==> config.mk <==
export PLATFORM = sky130hd
export DESIGN_NAME = tlul_dev_responder
export DESIGN_NICKNAME = d
export VERILOG_FILES = /design/src/rtl/tlul_dev_responder.sv
export SDC_FILE = /design/constraint.sdc
export NUM_CORES = 1
export LEC_CHECK = 0
export CAP_MARGIN = 20
export CORE_MARGIN = 2
export CORE_UTILIZATION = 42
export DETAILED_ROUTE_END_ITERATION = 7
export PLACE_DENSITY = 0.83
export SYNTH_ARGS = -nofsm -noshare
export SYNTH_HDL_FRONTEND = slang
export SYNTH_SLANG_ARGS = --single-unit
==> constraint.sdc <==
create_clock -name clk_i -period 5 [get_ports clk_i]
set_input_delay 1 -clock clk_i [delete_from_list [all_inputs] [get_ports clk_i]]
set_output_delay 1 -clock clk_i [all_outputs]
set_load 0.01 [all_outputs]
==> src/rtl/tlul_dev_responder.sv <==
// Device-side TL-UL responder: turns one A-channel request into a single register-bus access
// and returns the matching D-channel AccessAck/AccessAckData, or an error response without a bus access.
module tlul_dev_responder #(
    parameter logic [31:0] ADDR_SPACE = 32'h40080000,
    parameter logic [31:0] ADDR_MASK  = 32'h0000ffff,
    parameter int unsigned SRC_W      = 8,
    parameter int unsigned TIMEOUT    = 255
) (
    input  logic             clk_i,
    input  logic             rst_i,

    input  logic             a_valid_i,
    output logic             a_ready_o,
    input  logic [2:0]       a_opcode_i,
    input  logic [1:0]       a_size_i,
    input  logic [SRC_W-1:0] a_source_i,
    input  logic [31:0]      a_address_i,
    input  logic [3:0]       a_mask_i,
    input  logic [31:0]      a_data_i,

    output logic             d_valid_o,
    input  logic             d_ready_i,
    output logic [2:0]       d_opcode_o,
    output logic [1:0]       d_size_o,
    output logic [SRC_W-1:0] d_source_o,
    output logic [31:0]      d_data_o,
    output logic             d_error_o,

    output logic             reg_req_o,
    output logic             reg_we_o,
    output logic [31:0]      reg_addr_o,
    output logic [31:0]      reg_wdata_o,
    output logic [3:0]       reg_be_o,
    input  logic             reg_rvalid_i,
    input  logic [31:0]      reg_rdata_i,
    input  logic             reg_err_i
);

    localparam int unsigned CNT_W = (TIMEOUT > 0) ? $clog2(TIMEOUT + 1) : 1;
    localparam logic [CNT_W-1:0] TIMER_LAST = CNT_W'((TIMEOUT > 0) ? (TIMEOUT - 1) : 0);
    localparam logic TIMEOUT_EN = (TIMEOUT > 0);

    localparam logic [2:0] OP_PUT_FULL    = 3'd0;
    localparam logic [2:0] OP_PUT_PARTIAL = 3'd1;
    localparam logic [2:0] OP_GET         = 3'd4;

    typedef enum logic [1:0] {
        IDLE,
        ACCESS,
        RESP
    } state_e;

    state_e             state_q;
    logic               isGet_q;
    logic [CNT_W-1:0]   timer_q;

    logic               a_ready_q;
    logic               d_valid_q;
    logic [2:0]         d_opcode_q;
    logic [1:0]         d_size_q;
    logic [SRC_W-1:0]   d_source_q;
    logic [31:0]        d_data_q;
    logic               d_error_q;
    logic               reg_req_q;
    logic               reg_we_q;
    logic [31:0]        reg_addr_q;
    logic [31:0]        reg_wdata_q;
    logic [3:0]         reg_be_q;

    logic [3:0]         sizeLanes;
    logic               alignOk;
    logic               opcodeOk;
    logic               windowOk;
    logic               maskOk;
    logic               fullMaskOk;
    logic               reqError;
    logic               reqIsGet;
    logic [31:0]        maskedAddr;

    // Byte lanes the request may touch, derived from size and the low address bits.
    always_comb begin
        sizeLanes = 4'b0000;
        alignOk   = 1'b0;
        case (a_size_i)
            2'd0: begin
                sizeLanes = 4'b0001 << a_address_i[1:0];
                alignOk   = 1'b1;
            end
            2'd1: begin
                sizeLanes = a_address_i[1] ? 4'b1100 : 4'b0011;
                alignOk   = ~a_address_i[0];
            end
            2'd2: begin
                sizeLanes = 4'b1111;
                alignOk   = (a_address_i[1:0] == 2'b00);
            end
            default: begin
                sizeLanes = 4'b0000;
                alignOk   = 1'b0;
            end
        endcase
    end

    assign reqIsGet   = (a_opcode_i == OP_GET);
    assign opcodeOk   = (a_opcode_i == OP_PUT_FULL) || (a_opcode_i == OP_PUT_PARTIAL) || reqIsGet;
    assign windowOk   = ((a_address_i & ~ADDR_MASK) == ADDR_SPACE);
    assign maskOk     = ((a_mask_i & ~sizeLanes) == 4'b0000);
    assign fullMaskOk = (a_opcode_i != OP_PUT_FULL) || (a_mask_i == sizeLanes);
    assign reqError   = ~(opcodeOk && windowOk && alignOk && maskOk && fullMaskOk);
    assign maskedAddr = a_address_i & ADDR_MASK;

    // Single-transaction FSM; every interface output comes straight from a register.
    always_ff @(posedge clk_i or posedge rst_i) begin
        if (rst_i) begin
            state_q     <= IDLE;
            isGet_q     <= 1'b0;
            timer_q     <= '0;
            a_ready_q   <= 1'b1;
            d_valid_q   <= 1'b0;
            d_opcode_q  <= 3'd0;
            d_size_q    <= 2'd0;
            d_source_q  <= '0;
            d_data_q    <= 32'd0;
            d_error_q   <= 1'b0;
            reg_req_q   <= 1'b0;
            reg_we_q    <= 1'b0;
            reg_addr_q  <= 32'd0;
            reg_wdata_q <= 32'd0;
            reg_be_q    <= 4'd0;
        end else begin
            reg_req_q <= 1'b0;
            case (state_q)
                IDLE: begin
                    if (a_valid_i) begin
                        a_ready_q  <= 1'b0;
                        isGet_q    <= reqIsGet;
                        d_opcode_q <= reqIsGet ? 3'd1 : 3'd0;
                        d_size_q   <= a_size_i;
                        d_source_q <= a_source_i;
                        timer_q    <= '0;
                        if (reqError) begin
                            state_q   <= RESP;
                            d_valid_q <= 1'b1;
                            d_error_q <= 1'b1;
                            d_data_q  <= reqIsGet ? 32'hFFFF_FFFF : 32'd0;
                        end else begin
                            state_q     <= ACCESS;
                            reg_req_q   <= 1'b1;
                            reg_we_q    <= ~reqIsGet;
                            reg_addr_q  <= {maskedAddr[31:2], 2'b00};
                            reg_wdata_q <= a_data_i;
                            reg_be_q    <= a_mask_i;
                            d_error_q   <= 1'b0;
                            d_data_q    <= 32'd0;
                        end
                    end
                end
                ACCESS: begin
                    if (reg_rvalid_i) begin
                        state_q   <= RESP;
                        d_valid_q <= 1'b1;
                        d_error_q <= reg_err_i;
                        if (isGet_q) begin
                            d_data_q <= reg_err_i ? 32'hFFFF_FFFF : reg_rdata_i;
                        end
                    end else if (TIMEOUT_EN && (timer_q == TIMER_LAST)) begin
                        state_q   <= RESP;
                        d_valid_q <= 1'b1;
                        d_error_q <= 1'b1;
                        if (isGet_q) begin
                            d_data_q <= 32'hFFFF_FFFF;
                        end
                    end else begin
                        timer_q <= timer_q + 1'b1;
                    end
                end
                RESP: begin
                    if (d_ready_i) begin
                        state_q   <= IDLE;
                        d_valid_q <= 1'b0;
                        a_ready_q <= 1'b1;
                    end
                end
                default: begin
                    state_q   <= IDLE;
                    d_valid_q <= 1'b0;
                    a_ready_q <= 1'b1;
                end
            endcase
        end
    end

    assign a_ready_o   = a_ready_q;
    assign d_valid_o   = d_valid_q;
    assign d_opcode_o  = d_opcode_q;
    assign d_size_o    = d_size_q;
    assign d_source_o  = d_source_q;
    assign d_data_o    = d_data_q;
    assign d_error_o   = d_error_q;
    assign reg_req_o   = reg_req_q;
    assign reg_we_o    = reg_we_q;
    assign reg_addr_o  = reg_addr_q;
    assign reg_wdata_o = reg_wdata_q;
    assign reg_be_o    = reg_be_q;

endmodule

* Yosys cells after proc, flatten, opt, wreduce, memory -nomap -nowiden
Cells that the tools add are included.
** Word-level totals
- Register bits :: 111
- Input port bits :: 119
- Logic and storage cells :: 99
** Cells by class
- Bitwise gates (word level) :: 5
- Muxes and demuxes :: 39
- Equal/unequal tests :: 16
- $add $sub $neg :: 1
- Shift-type cells :: 1
- Reductions and logical operators :: 22
** Operators by type and width (number)
- $mux W32 :: 8
- $pmux W32 S2 :: 1
- $mux W8 :: 3
- $eq A16 B15 Y1 const B :: 1
- $pmux W8 S2 :: 1
- $mux W1 :: 14
- $ne A2 B2 Y1 const B :: 6
- $pmux W4 S3 :: 1
- $reduce_and A3 Y1 :: 4
- $reduce_and A4 Y1 :: 3
- $mux W2 :: 5
- $pmux W1 S3 :: 3
- $add A8 B1 Y8 const B :: 1
- $eq A8 B8 Y1 const B :: 1
- $logic_not A2 Y1 :: 3
- $pmux W2 S3 :: 1
- $and A4 B4 Y4 :: 1
- $eq A2 B1 Y1 const B :: 2
- $eq A2 B2 Y1 const B :: 2
- $eq A4 B4 Y1 :: 1
- $logic_and A1 B1 Y1 :: 4
- $logic_not A4 Y1 :: 1
- $mux W4 :: 1
- $not A4 Y4 :: 1
- 11 further kinds :: 15

* Longest topological paths before layout
- Word-level depth :: 10
- Mapped depth :: 9

* Worst setup path after synthesis
No wires, ideal clock.
- Path kind :: input to register
- From :: in a_size_i[0]
- To :: reg reg_addr_q[10] (netlist: reg_addr_o[10])
- Slack :: 1.968 ns
- Data required time :: 4.875 ns
- Arrival :: 2.907 ns
- Cell stages on the path :: 9
- Path through :: inv_1 a21boi_0 o21ai_0 ha_1 nor4b_2 nand4_1 nor4_4 buf_6 mux2_4
** Between the ends
- Longest elaborated chain between the ends :: 8
- Elaborated cells between the ends (all ways) :: 14
- Those cells by class :: eq/ne (3); mux (2); bitwise (2); reduce/logical (7)
** Ends and longest elaborated chain
- start, declared :: line 15 : input logic [1:0] a_size_i,
- $eq A2 B2 Y1, or another cell as far along :: line 84 : case (a_size_i)
- $pmux W4 S3 :: line 84
- $not A4 Y4 :: line 107 : assign maskOk = ((a_mask_i & ~sizeLanes) == 4'b0000);
- $and A4 B4 Y4 :: line 107
- $logic_not A4 Y1 :: line 107
- $logic_and A1 B1 Y1 :: line 109 : assign reqError = ~(opcodeOk && windowOk && alignOk && maskOk && fullMaskOk);
- $logic_and A1 B1 Y1 (*) :: line 109
- $reduce_and A3 Y1 (no line) (*)
- end signal, assigned :: line 150 : reg_addr_q <= {maskedAddr[31:2], 2'b00};
- end, declared :: line 66 : logic [31:0] reg_addr_q;
Mark *: on every way between the ends. The rest lies on a longest branch, timed or not.
A chain may end at the register's enable or synchronous reset.

* Worst setup path after layout
- From :: in a_size_i[0]
- To :: reg reg_wdata_q[29] (netlist: reg_wdata_o[29])
** Between the ends
- Longest elaborated chain between the ends :: 8
- Elaborated cells between the ends (all ways) :: 14
- Those cells by class :: eq/ne (3); mux (2); bitwise (2); reduce/logical (7)
** Ends and longest elaborated chain
- $eq A2 B2 Y1, or another cell as far along :: line 84
- $pmux W4 S3 :: line 84
- $not A4 Y4 :: line 107
- $and A4 B4 Y4 :: line 107
- $logic_not A4 Y1 :: line 107
- $logic_and A1 B1 Y1 :: line 109
- $logic_and A1 B1 Y1 (*) :: line 109
- $reduce_and A3 Y1 (no line) (*)
- end signal, assigned :: line 151 : reg_wdata_q <= a_data_i;
- end, declared :: line 67 : logic [31:0] reg_wdata_q;
Marked as above.

==> results.sh <==
export IMPL_status="completed"
export IMPL_root_buffer="clkbuf_16"
export IMPL_setup_tns_ns=0
export IMPL_fin_crit_sh=0.710
export IMPL_fin_nets=761
export IMPL_grt_max_degree=82
export IMPL_grt_pass1_vias=4462
export IMPL_drive_above_1_share=0.136
export IMPL_slew_headroom=0.408
export IMPL_rrSetupSlack_ns=2.86
export IMPL_tritoncts="yes"
export IMPL_tightest_slew_ns=0.888
export IMPL_clock_fmax_mhz=282
export IMPL_ys_seq_area_frac=0.521
export IMPL_path_class="in2reg"
export IMPL_total_power_uw=2050
export IMPL_clock_sinks=108
export IMPL_dieHeight_um=115
export IMPL_final_setup_viol_count=0
export IMPL_r2r_start="state_q[0]"
export IMPL_drt_total_wl_um=14700
export IMPL_synth_cell_type_count=42
export IMPL_start_kind="input pin"
export IMPL_fin_skew_ns=0.00951
export IMPL_cts_buffers=9
export IMPL_post_cts_repair_setup_buffers=0
export IMPL_clkTransAtPathRegs_ns=0.06
export IMPL_critPathCaptureType="register"
export IMPL_power_leakage_uw=0.00327
export IMPL_hold_path_endpoint="a_ready_o"
export IMPL_finalCriticalPeriod_ns=3.55
export IMPL_io_pins=237
export IMPL_insertion_delay_ns=0.35
export IMPL_synthFlopType="dfrtp_1"
export IMPL_final_area_um2=7760
export IMPL_core_rowCount=40
export IMPL_rr_worst_depth=5
export IMPL_core_um2=12100
export IMPL_syn_inst=436
export IMPL_dpl_cell_area_um2=7420
export IMPL_hold_viol=0
export IMPL_drt_iter0_drc=227
export IMPL_async_flop_share=1.00
export IMPL_start_util=0.430
export IMPL_vias=4271
export IMPL_dp_hpwl_um=10500
export IMPL_fin_cells=809
export IMPL_holdCritStartpoint="a_ready_o"
export IMPL_antenna_found_initial=0
export IMPL_maxCapViolations=0
export IMPL_areaGrowthSynthToFinish_pct=49.5
export IMPL_hold_path_cell_count=2
export IMPL_crit_fanout=44
export IMPL_via_per_inst=5.28
export IMPL_yosys_warnings=0
export IMPL_worst_r2r_endpoint="reg_wdata_o[29]"
export IMPL_die_area_um2=13300
export IMPL_grt_first_pass_wirelength_um=23200
export IMPL_path_buf_inv=3
export IMPL_cp_top_family="buffers and inverters"
export IMPL_diodes=0
export IMPL_ant_nets=0
export IMPL_grt_ovfl_total=0
export IMPL_cts_resized=0
export IMPL_crit_chain="clkdlybuf4s50_1 > inv_1 > a21boi_0 > o21ai_0 > ha_1 > nor4b_2 > nand4_1 > nor4_4 > buf_12 > mux2_2"
export IMPL_dp_cells=791
export IMPL_dr_pass1_iters=4
export IMPL_hp_class="reg2reg"
export IMPL_track_usage=0.223
export IMPL_hold_buffers=0
export IMPL_io_buffers=216
export IMPL_syn_area_per_cell_um2=11.9
export IMPL_die_x_um=115
export IMPL_worst_path_largest_cell_delay_ns=0.55
export IMPL_cts_htree_levels=3
export IMPL_rsz0062_at_grt="no"
export IMPL_slew_viol_final=0
export IMPL_critPathSlowestCell="clkdlybuf4s50_1"
export IMPL_yosys_register_bits=108
export IMPL_irDropWorstVdd_uv=245
export IMPL_required_ns=5.23
export IMPL_synth_edf_count=0
export IMPL_gp_congestion=0.877
export IMPL_wl_per_cell_um=18.2
export IMPL_drc_errors=0
export IMPL_clockBufferDepth=2
export IMPL_netlist_area_um2=5190
export IMPL_cellPowerDensity_nw_per_um2=264
export IMPL_arrival_ns=3.78
-- cell families (layout without fill, tap and decap cells) --
kind of cell,Yosys count,in the layout,share of synthesized area
AOI/OAI and AO/OA,129,129,0.170
DFF,108,108,0.521
and+or+nand+nor,75,75,0.0754
buffers and inverters,64,250,0.0689
muxes,53,53,0.150
adders and majority gates,6,6,0.0145
other,1,20,0.000722
-- worst max-delay path by stage --
| stage | from | to | slack [ns] | depth (start not counted) |
|---|---|---|---|---|
| 2_1_floorplan | rst_i | d_data_o[0] | 1.16 | 1 |
| 3_3_place_gp | a_size_i[0] | reg_wdata_o[30] | 1.21 | 10 |
| 3_5_place_dp | a_size_i[0] | reg_wdata_o[30] | 1.08 | 10 |
| 4_1_cts | a_size_i[0] | reg_wdata_o[30] | 1.45 | 10 |
| 5_1_grt | a_size_i[0] | reg_wdata_o[30] | 1.19 | 10 |
| 6_report | a_size_i[0] | reg_wdata_o[29] | 1.45 | 10 |
-- cells in the final DEF, fill, tap and decap left out, drive strengths merged, types with 12 or more instances in the layout --
cell type,netlist,layout
nand2,37,37
buf,30,12
o211ai,34,34
conb,1,20
dfrtp,107,107
clkdlybuf4s50,0,216
o2111ai,33,33
mux2,51,51
clkbuf,28,13
o21ai,47,47
-- power breakdown --
group	switching, uW	internal, uW
registers	36.1	933
clock network	309	366
logic	178	229
-- layout make-up --
| type | instances | area, um2 |
|---|---|---|
| Multi-Input combinational cell | 283 | 2210 |
| Sequential cell | 108 | 2700 |
| Fill cell | 963 | 4300 |
| Timing Repair Buffer | 228 | 2320 |
| Clock inverter | 3 | 21.3 |
| Clock buffer | 13 | 260 |
| Inverter | 6 | 25.0 |
| Tap cell | 168 | 210 |
-- sequential cells by signal, indices dropped and copies added, names as in the netlist --
| name | cells |
|---|---|
| reg_addr_o | 14 |
| isGet_q | 1 |
| d_valid_o | 1 |
| timer_q | 8 |
| d_size_o | 2 |
| reg_req_o | 1 |
| d_error_o | 1 |
| state_q | 2 |
| a_ready_o | 1 |
| reg_be_o | 4 |
| d_source_o | 8 |
| reg_wdata_o | 32 |
| d_data_o | 32 |
| reg_we_o | 1 |
-- worst reg2reg max path, delay by kind of cell (launching register included) --
family,cells,cell delay [ns]
and+or+nand+nor,3,0.84
buffers and inverters,1,0.34
muxes,1,0.41
DFF,1,0.44
-- synth_stat cells (all sizes together), types with 2 or more instances --
master | instances | area (um2)
or3 | 2 | 12.5
nand4 | 2 | 12.5
nor4b | 2 | 30.0
inv | 6 | 22.5
nor4 | 4 | 40.0
nor3 | 4 | 25.0
or2 | 2 | 12.5
nor2b | 2 | 12.5
nand3 | 8 | 40.0
buf | 30 | 230
o211ai | 34 | 255
a21oi | 6 | 30.0
nand2b | 3 | 26.3
nor2 | 7 | 26.3
nand2 | 37 | 139
mux2i | 2 | 20.0
ha | 6 | 75.1
clkbuf | 28 | 105
o2111ai | 33 | 289
a22oi | 3 | 22.5
mux2 | 51 | 758
dfrtp | 107 | 2680
o21ai | 47 | 235
-- layer usage --
layer / track usage / vias up / part of all wire
met4: 0.0683 / 0 / 0.018
met2: 0.391 / 177 / 0.51
li1: - / 1973 / -
met3: 0.0606 / 25 / 0.068
met5: 0 / - / 0
met1: 0.268 / 2096 / 0.41
-- per-stage QoR --
step	hold slack (ns)	setup slack, ns	util
5_1_grt	0.493	1.19	0.643
6_report	0.459	1.45	0.643
2_1_floorplan	0.449	1.16	-
3_5_place_dp	0.453	1.08	0.615
4_1_cts	0.464	1.45	0.639
3_3_place_gp	0.454	1.21	0.613
Power figures use the tool's default switching activity.
